**config.mk**
```make
export PLATFORM = sky130hd
export DESIGN_NAME = rs_issue_select
export DESIGN_NICKNAME = d
export VERILOG_FILES = /design/src/rtl/rs_issue_select.sv
export SDC_FILE = /design/constraint.sdc
export NUM_CORES = 1
export LEC_CHECK = 0
export BUFFER_PORTS_ARGS = -buffer_cell sky130_fd_sc_hd__buf_2
export CORE_AREA = 2 2 139 141
export DETAILED_ROUTE_END_ITERATION = 8
export DIE_AREA = 0 0 141 143
export PLACE_DENSITY = 0.68
export SYNTH_ARGS = -nofsm -noshare
export SYNTH_HDL_FRONTEND = slang
export SYNTH_SLANG_ARGS = --single-unit
```
**constraint.sdc**
```tcl
create_clock -name clk -period 1.8 [get_ports clk]
set_clock_uncertainty 0.1 [all_clocks]
set_input_delay 0.18 -clock clk [delete_from_list [all_inputs] [get_ports clk]]
set_output_delay 0.18 -clock clk [all_outputs]
set_load 0.005 [all_outputs]
```
**src/rtl/rs_issue_select.sv**
```systemverilog
// rs_issue_select: single-slot issue stage for a reservation station.
// Picks one ready entry per cycle, grants it combinationally and captures its
// operands/control into the issue register on the next rising edge.
// Optional feature: define RS_ISSUE_RR_EN for round-robin selection; the default
// build uses fixed lowest-index-first priority with no pointer state.
module rs_issue_select #(
   parameter int unsigned WIDTH = 31,
   parameter int unsigned RS    = 3,
   parameter int unsigned CTRL  = 3,
   localparam int unsigned IDXW = (RS > 0) ? $clog2(RS + 1) : 1
) (
   input  logic                     clk,
   input  logic                     resetn,
   input  logic [RS:0]              req,
   input  logic [RS:0][WIDTH:0]     src1,
   input  logic [RS:0][WIDTH:0]     src2,
   input  logic [RS:0][CTRL:0]      ctrl,
   input  logic                     flush,
   input  logic                     iss_ready,
   output logic [RS:0]              grant,
   output logic                     iss_valid,
   output logic [WIDTH:0]           operand1,
   output logic [WIDTH:0]           operand2,
   output logic [CTRL:0]            ctrlOut,
   output logic [IDXW-1:0]          iss_idx
);

   logic            r_valid;
   logic [WIDTH:0]  r_op1;
   logic [WIDTH:0]  r_op2;
   logic [CTRL:0]   r_ctrl;
   logic [IDXW-1:0] r_idx;

   logic            w_load;
   logic            w_found;
   logic [IDXW-1:0] w_win;
   logic [IDXW-1:0] w_cand;

   // The slot can take a new entry when empty or draining, unless squashed
   assign w_load = (!r_valid || iss_ready) && !flush;

`ifdef RS_ISSUE_RR_EN
   logic [IDXW-1:0] r_ptr;
   int              w_j;

   // Round-robin search starting at the pointer, wrapping past entry RS
   always_comb begin
      w_found = 1'b0;
      w_win   = '0;
      w_cand  = '0;
      w_j     = 0;
      for (int k = 0; k <= int'(RS); k++) begin
         w_j = int'(r_ptr) + k;
         if (w_j > int'(RS)) begin
            w_j = w_j - int'(RS) - 1;
         end
         w_cand = IDXW'(w_j);
         if (!w_found && req[w_cand]) begin
            w_found = 1'b1;
            w_win   = w_cand;
         end
      end
   end

   // Pointer moves just past the winner only when a grant actually happens
   always_ff @(posedge clk or negedge resetn) begin
      if (!resetn) begin
         r_ptr <= '0;
      end else if (w_load && w_found) begin
         r_ptr <= (w_win == IDXW'(RS)) ? '0 : w_win + IDXW'(1);
      end
   end
`else
   // Fixed priority: lowest-index requesting entry wins
   always_comb begin
      w_found = 1'b0;
      w_win   = '0;
      w_cand  = '0;
      for (int k = 0; k <= int'(RS); k++) begin
         w_cand = IDXW'(k);
         if (!w_found && req[w_cand]) begin
            w_found = 1'b1;
            w_win   = w_cand;
         end
      end
   end
`endif

   // One-hot grant; gated by reset so it reads zero while resetn is low
   always_comb begin
      grant = '0;
      if (resetn && w_load && w_found) begin
         grant[w_win] = 1'b1;
      end
   end

   // Issue register: load winner, clear on empty load or flush, hold on stall
   always_ff @(posedge clk or negedge resetn) begin
      if (!resetn) begin
         r_valid <= 1'b0;
         r_op1   <= '0;
         r_op2   <= '0;
         r_ctrl  <= '0;
         r_idx   <= '0;
      end else if (flush) begin
         r_valid <= 1'b0;
      end else if (w_load) begin
         r_valid <= w_found;
         if (w_found) begin
            r_op1  <= src1[w_win];
            r_op2  <= src2[w_win];
            r_ctrl <= ctrl[w_win];
            r_idx  <= w_win;
         end
      end
   end

   assign iss_valid = r_valid;
   assign operand1  = r_op1;
   assign operand2  = r_op2;
   assign ctrlOut   = r_ctrl;
   assign iss_idx   = r_idx;

endmodule

```
Yosys cells after proc, flatten, opt, wreduce, memory -nomap -nowiden
Cells that the tools add are included.

$add $sub $neg: 0. Multiply operators: 0. Divide/modulo/power cells: 0. Order comparisons: 2. Eq/ne operators: 0. Shift-type cells: 0. Multiplexer cells: 18. Bitwise gates (word level): 1. Reduce and logical (&&, ||, !) cells: 15.

Operators with widths (count): binary-select mux 32 bit (select 2 bit) (2); 2-to-1 mux 32 bit (2); binary-select mux 4 bit (select 2 bit) (1); 2-to-1 mux 1 bit (8); 2-to-1 mux 4 bit (2); logical AND 1 bit (7); logical NOT 1 bit (5); 2-to-1 mux 2 bit (2); < comparator 2 x 3 -> 1 bit, second input constant (1); AND reduction 3 bit (1); demux 1 bit (select 2 bit) (1); greater-or-equal comparator 2 x 1 -> 1 bit, second input constant (1); nonzero test 2 bit (1); logical OR 1 bit (1); NOT 1 bit (1).

Register bits after elaboration: 71. Bits in latches: 0. Memory bits (writable): 0. Bits in read-only memories: 0. Input bits: 280. Output and inout bits: 75. Logic and storage cells: 41. Memories: 0.

Logic depth before layout (Yosys ltp)
Gate-level depths: netlist of the first run.

Word-level depth: 15. Depth in mapped cells: 7. Gate-level depth less buffers: 3.

Worst setup path after synthesis of the first run
Ideal clock, no wire load.

Kind: flip-flop to flip-flop. Start: register r_valid, in the netlist iss_valid. End: register r_idx[0], in the netlist iss_idx[0]. Setup time: 0.123 ns. Arrival: 1.306 ns. Path slack: 0.271 ns. Stages on the path, launching flop included: 6. Buffers on the path: 2. Cells stage by stage: dfrtp_1 > nor2b_1 > clkbuf_1 > clkbuf_1 > nor2_1 > o221a_2.

Cells in the longest elaborated chain, start to end: 4.

Ends and longest elaborated chain: start: declaration (RTL line 28) `logic r_valid;`; start signal: assignment (RTL line 108) `r_valid <= w_found;`; logical NOT 1 bit (RTL line 40) `assign w_load = (!r_valid || iss_ready) && !flush;`; logical OR 1 bit (RTL line 40); logical AND 1 bit (RTL line 40); AND reduction 3 bit (no line); end signal: assignment (RTL line 113) `r_idx <= w_win;`; end: declaration (RTL line 32) `logic [IDXW-1:0] r_idx;`.

No other way between the ends. A chain may end at the register's enable or synchronous reset.

Worst setup path after layout of the first run
Start: register r_valid, in the netlist iss_valid. End: output port grant[1].

Cells in the longest elaborated chain, start to end: 6.

Ends and longest elaborated chain: logical NOT 1 bit (RTL line 40); logical OR 1 bit (RTL line 40); logical AND 1 bit (RTL line 40); logical AND 1 bit (2 in a row) (RTL line 92) `if (resetn && w_load && w_found) begin`; 2-to-1 mux 4 bit (RTL line 92); end: declaration (RTL line 20) `output logic [RS:0] grant,`.

No other way between the ends.

==> impl_metrics.yaml, run 1 <==
critical_path:
  max_stage_delay_ns: 0.40
  highest_delay_cell_along_the_critical_path: "sky130_fd_sc_hd__dfrtp_1"
  cp.required_ns: 1.52
  critical_path.n_buffers_inverters: 2
  worst_reg_to_reg_path_cell_count: 5
  timing.rr.start: "iss_valid"
  r2r_setup_slack_ns: 0.15
  critical_path.endpoint_type: "output port"
  crit_path_start_kind: "register"
  cp_top_family: "simple AND/OR/NAND/NOR gates"
  critPathKind: "reg -> out"
  critPathArrivalTime_ns: 1.46
  crit-reg2reg-capture: "operand2[12]"
  worstPathCellList: "nand2b_1, buf_4, nand3_2, nor3b_2, buf_2"
  crit_path_max_fanout: 5
synth:
  yosys_register_bits: 71
  post_synth.cell_area_avg_sq_um: 8.72
  synthesis.instances: 597
  synth_enable_flop_cells: 0
  yosys_most_used_dff: "sky130_fd_sc_hd__dfrtp_1"
  yosysWarningCount: 0
  synth-seq-area-share_pct: 34.1
  synthArstFlopShare_pct: 100
  synth_cell_types: 34
  synth_common_cells: "sky130_fd_sc_hd__o31ai_1, sky130_fd_sc_hd__dfrtp_1, sky130_fd_sc_hd__o22ai_1, sky130_fd_sc_hd__o41ai_1, sky130_fd_sc_hd__or4_1"
  yosysTopAreaCell: "sky130_fd_sc_hd__dfrtp_1"
  synth.area.top_cells: "sky130_fd_sc_hd__dfrtp_1, sky130_fd_sc_hd__o31ai_1, sky130_fd_sc_hd__o41ai_1, sky130_fd_sc_hd__or4_1, sky130_fd_sc_hd__o22ai_1"
  postSynthNetCount: 877
  post-synth-top-area-fraction_pct: 34.1
  top_count_cell_post_synth: "sky130_fd_sc_hd__o31ai_1"
  area_of_the_mapped_netlist_sq_um: 5210
placement:
  io_buffers: 354
  dpl_cell_area_sq_um: 7200
  detailedPlacementHpwl_mm: 17.1
  gpl.final_weighted_congestion: 0.868
hold_path:
  hold_depth: 3
  min-delay-path-class: "in -> reg"
  hp-start: "src2[127]"
  min_delay_worst_endpoint: "operand2[31]"
grt:
  grt_max_degree: 69
  via_count_of_the_first_global_routing_pass: 6641
  grt_first_pass_wirelength_mm: 35.9
  grt_overflow: 0
  grt_usage_pct: 22.5
  grt_antenna_before_repair: 0
clock_network:
  clk-insertion-delay-late_ns: 0.34
  clock_sinks: 71
  clk_pin_slew_ns: 0.06
  clock_tree.buffer_depth: 2
  htreeDepth: 3
  clockRootBuffer: "sky130_fd_sc_hd__clkbuf_16"
  tritoncts: "yes"
  numCtsBuffers: 9
sta:
  timing.final.setup_violations: 0
  max_slew.worst_pin.slew_ns: 0.572
  timing.final.crit_period_ns: 1.74
  final_hold_viol_count: 0
  final_min_period_over_clock_period_pct: 96.5
  final-max-slew-violation-count: 0
  maxClockFrequency_mhz: 576
  worst_slew_margin_rel_pct: 61.9
drt:
  drc: 0
  detailroute.via_count: 6864
  vias_per_cell: 6.02
  drtAntennaViolNets: 0
  wl_mm: 23.9
  count_of_routing_violations_after_the_opening_detailed_route_iteration: 434
  avgRoutedWirePerCell_um: 21.0
  detailedRoute.firstPassIterationCount: 5
run:
  timing.max_cap.violations: 0
die:
  start_util_pct: 28.0
  core.rowCount: 50
  ios: 355
  design.die.area_sq_um: 20200
  chipHeight_um: 143
  core_region_area_sq_um: 18600
  fp.dieW_um: 141
power_and_ir_drop:
  power.static_leakage_nw: 3.46
  power.ir.vdd_worst_mv: 0.401
  power_density_nw_per_um2: 735
finish:
  layout-area-overhead-vs-synth_pct: 44.9
  diodes: 0
  layout.core_utilization_pct: 40.6
  finalInstanceArea_sq_um: 7540
  final_net_count: 1181
  final_layout_size_suffix_gt1_share_pct: 45.9
status:
  run_status: "complete, no violations"
[per-stage QoR]
step | setup TNS, ns | hold WS (ns) | instances | total power, mW | worst slack (ns)
after floorplan | 0 | -0.216 | 597 | 2.73 | 0.271
after global placement | 0 | -0.0524 | 1122 | 3.62 | 0.137
after detailed placement | 0 | -0.0538 | 1122 | 3.64 | 0.0923
after CTS | 0 | 0.0252 | 1139 | 5.58 | 0.0630
after global routing | -0.0203 | 0.0323 | 1140 | 5.81 | -0.0203
final | 0 | 0.0383 | 1140 | 5.55 | 0.0631
[sequential cells by signal (all words and copies together), names as in the netlist]
register / flops
iss_idx: 2
iss_valid: 1
operand2: 32
operand1: 32
ctrlOut: 4
[kinds of logic (layout without fill, tap and decap cells)]
family	after synthesis	count (layout)	synth area share, %
buffers and inverters	94	403	8.60
AO/OA/AOI/OAI	277	277	39.9
flip-flops	71	71	34.1
AND/OR/NAND/NOR	155	155	17.4
[how the worst max path moves through the flow]
| stage | cells past startpoint | end | slack, ns | start |
|---|---|---|---|---|
| 4_1_cts | 5 | grant[1] | 0.06 | iss_valid |
| 6_report | 5 | grant[1] | 0.06 | iss_valid |
| 3_3_place_gp | 6 | operand1[4] | 0.14 | req[2] |
| 3_5_place_dp | 6 | operand2[30] | 0.09 | req[1] |
| 5_1_grt | 5 | grant[1] | -0.02 | iss_valid |
| 2_1_floorplan | 5 | iss_idx[0] | 0.27 | iss_valid |
[metal layers]
| metal | vias up | global-route usage (%) | part of all wire [%] |
|---|---|---|---|
| li1 | 3121 | - | - |
| met1 | 3304 | 28.5 | 40 |
| met2 | 396 | 38.0 | 50 |
| met3 | 43 | 3.82 | 7.2 |
| met4 | 0 | 9.26 | 2.6 |
| met5 | - | 0 | 0 |
[cells in the final DEF (no fill, tap or decap), types with 2 or more instances in the layout]
cell type and instances:
sky130_fd_sc_hd__buf_12 10, sky130_fd_sc_hd__nand2b_2 2, sky130_fd_sc_hd__a31oi_1 2, sky130_fd_sc_hd__o31ai_1 134, sky130_fd_sc_hd__clkbuf_1 3, sky130_fd_sc_hd__nand3_2 2, sky130_fd_sc_hd__o22ai_1 67, sky130_fd_sc_hd__o41ai_1 67
sky130_fd_sc_hd__buf_2 353, sky130_fd_sc_hd__bufinv_16 2, sky130_fd_sc_hd__nor2_1 66, sky130_fd_sc_hd__clkinv_2 2, sky130_fd_sc_hd__dfrtp_1 71, sky130_fd_sc_hd__clkbuf_16 9, sky130_fd_sc_hd__buf_4 20, sky130_fd_sc_hd__nor2_2 7
sky130_fd_sc_hd__or4_1 67
[report_power, final]
| part | switching [mW] | internal (mW) | total (mW) |
|---|---|---|---|
| Clock | 0.697 | 1.21 | 1.91 |
| Sequential | 0.157 | 1.85 | 2.01 |
| Combinational | 0.857 | 0.774 | 1.63 |
[worst reg2reg max path, stage by stage (launching register included)]
cell	delay, ns
sky130_fd_sc_hd__dfrtp_1	0.40
sky130_fd_sc_hd__nand2b_1	0.11
sky130_fd_sc_hd__buf_4	0.12
sky130_fd_sc_hd__nand3_2	0.13
sky130_fd_sc_hd__buf_12	0.22
sky130_fd_sc_hd__o41ai_1	0.45
[layout make-up]
| cell class | count | area [sq um] |
|---|---|---|
| Inverter | 2 | 7.51 |
| Clock buffer | 12 | 236 |
| Multi-Input combinational cell | 432 | 3020 |
| Timing Repair Buffer | 385 | 2140 |
| Clock inverter | 4 | 70.1 |
| Fill cell | 1930 | 11000 |
| Sequential cell | 71 | 1780 |
| Tap cell | 234 | 293 |
[what timing repair did]
item,CTS,global route
hold endpoints to repair,71,0
gates resized for setup,1,3
hold buffers,1,0
setup buffers,0,1
setup endpoints to repair,1,2
Power figures use the tool's default switching activity.
==> run 2, diff against run 1 <==
Settings changed: CORE_AREA 2 2 139 141 to 3 3 136 138, DIE_AREA 0 0 141 143 to 0 0 139 141, PLACE_DENSITY 0.68 to 0.71.
==> impl_metrics.yaml, run 2 (synthesized netlist as in run 1, its figures left out) <==
drt:
  avgRoutedWirePerCell_um: 21.9
  detailedRoute.firstPassIterationCount: 5
  drtAntennaViolNets: 0
  drc: 0
  vias_per_cell: 6.22
  detailroute.via_count: 7038
  count_of_routing_violations_after_the_opening_detailed_route_iteration: 576
  wl_mm: 24.8
sta:
  timing.final.setup_violations: 0
  setup_slack_ns: 0.0856
  final-max-slew-violation-count: 0
  max_slew.worst_pin.slew_ns: 0.423
  final_hold_viol_count: 0
  timing.hold.ws_ns: 0.0480
  worst_slew_margin_rel_pct: 71.8
  rsz0062_at_grt: "no"
  timing.final.crit_period_ns: 1.71
  final_min_period_over_clock_period_pct: 95.2
  maxClockFrequency_mhz: 583
critical_path:
  crit-reg2reg-capture: "operand2[15]"
  timing.rr.start: "iss_valid"
  cp.required_ns: 1.52
  worst_reg_to_reg_path_cell_count: 4
  critPathKind: "reg -> out"
  critPathArrivalTime_ns: 1.43
  critical_path.endpoint_type: "output port"
  crit_path_start_kind: "register"
  crit_path_max_fanout: 6
  r2r_setup_slack_ns: 0.25
power_and_ir_drop:
  power_density_nw_per_um2: 722
  switchingPower_mw: 1.71
  power.ir.vdd_worst_mv: 0.518
  power.static_leakage_nw: 3.47
  pwr-share-clk_pct: 33.2
  cell_internal_pwr_mw: 3.74
  power.switching_fraction_pct: 31.4
  share_seq_of_total_power_pct: 36.7
  power.share.combinational_pct: 30.0
finish:
  final_layout_size_suffix_gt1_share_pct: 45.9
  layout.core_utilization_pct: 43.7
  finalInstanceArea_sq_um: 7550
  commonest_non_fill_non_tap_cell_in_the_layout: "sky130_fd_sc_hd__buf_2"
  most_used_cells_in_the_layout_excluding_fill_and_tap_cells: "sky130_fd_sc_hd__buf_2, sky130_fd_sc_hd__o31ai_1, sky130_fd_sc_hd__dfrtp_1"
  layout-area-overhead-vs-synth_pct: 45.0
  fillCellCount: 1730
  final_net_count: 1181
  finish.cell_count_without_fillers: 1132
clock_network:
  htreeDepth: 3
  cts_setup_buffers: 0
  clock_sinks: 71
  clockRootBuffer: "sky130_fd_sc_hd__clkbuf_16"
  clk_pin_slew_ns: 0.06
  clock_tree.buffer_depth: 2
  clk-insertion-delay-late_ns: 0.32
  numCtsBuffers: 9
  tritoncts: "yes"
hold_path:
  min_delay_worst_endpoint: "ctrlOut[1]"
  hold_depth: 3
  hp-start: "ctrl[13]"
  min-delay-path-class: "in -> reg"
grt:
  via_count_of_the_first_global_routing_pass: 7034
  grt_first_pass_wirelength_mm: 37.4
  grt_antenna_before_repair: 2
  grt_usage_pct: 23.5
  grt_overflow: 0
  grt_max_degree: 72
status:
  run_status: "complete, no violations"
die:
  core.rowCount: 48
  design.die.area_sq_um: 19600
  core_region_area_sq_um: 17300
  chipHeight_um: 141
  start_util_pct: 30.1
  fp.dieW_um: 139
  ios: 355
placement:
  detailedPlacementHpwl_mm: 17.3
  dp.cells: 1114
  pre_cts_setup_slack_ns: -0.0288
  io_buffers: 354
  dpl_cell_area_sq_um: 7240
  gpl.final_weighted_congestion: 0.830
run:
  timing.max_cap.violations: 0
==> run 2: metal layers <==
| layer | vias up | share of wire, % | GRT usage (%) |
|---|---|---|---|
| li1 | 3118 | - | - |
| met1 | 3317 | 38 | 29.0 |
| met2 | 515 | 48 | 38.8 |
| met3 | 86 | 9.7 | 5.22 |
| met4 | 2 | 3.9 | 11.5 |
| met5 | - | 0.061 | 0 |
==> run 2: through the flow <==
stage / setup TNS (ns) / total power [mW]
CTS: 0 / 5.47
detailed placement: -0.0753 / 3.64
global placement: 0 / 3.63
floorplan: 0 / 2.73
finish: 0 / 5.45
global route: 0 / 5.72
==> run 2: power by group through the flow <==
stage	Sequential (mW)	Combinational [mW]	Clock [mW]
floorplan	2.03	0.699	0
global placement	2.02	1.61	0
detailed placement	2.02	1.62	0
CTS	2.00	1.63	1.85
global route	2.03	1.78	1.91
finish	2.00	1.64	1.81
==> run 2: cell type report <==
class / count / area (sq um) / share of cell area, %
Timing Repair Buffer: 385 / 2170 / 28.8
Tap cell: 225 / 282 / 3.73
Antenna cell: 1 / 2.50 / 0.0331
Sequential cell: 71 / 1780 / 23.5
Clock buffer: 12 / 246 / 3.26
Inverter: 2 / 7.51 / 0.0994
Clock inverter: 4 / 45.0 / 0.596
Multi-Input combinational cell: 432 / 3020 / 40.0
==> run 2: worst max-delay path by stage <==
| stage | start | endpoint | slack (ns) | cells after the start |
|---|---|---|---|---|
| after floorplan | iss_valid | iss_idx[0] | 0.27 | 5 |
| after global placement | req[1] | operand1[19] | 0.03 | 6 |
| after detailed placement | req[1] | operand1[12] | -0.03 | 6 |
| after CTS | iss_valid | grant[1] | 0.09 | 4 |
| after global routing | iss_valid | grant[1] | 0.06 | 4 |
| final | iss_valid | grant[1] | 0.09 | 4 |
==> run 2: what timing repair did <==
| action | CTS | global route |
|---|---|---|
| gates resized for setup | 2 | 0 |
| endpoints found under the setup margin | 2 | 0 |
| hold buffers | 1 | 0 |
| hold endpoints to repair | 71 | 0 |
==> run 2: worst max-delay path, cell delays in order, from the launching register on <==
cell and delay [ns]:
sky130_fd_sc_hd__dfrtp_1 0.42, sky130_fd_sc_hd__nand2b_4 0.12, sky130_fd_sc_hd__nand3_2 0.14, sky130_fd_sc_hd__nor3b_1 0.27
sky130_fd_sc_hd__buf_2 0.16
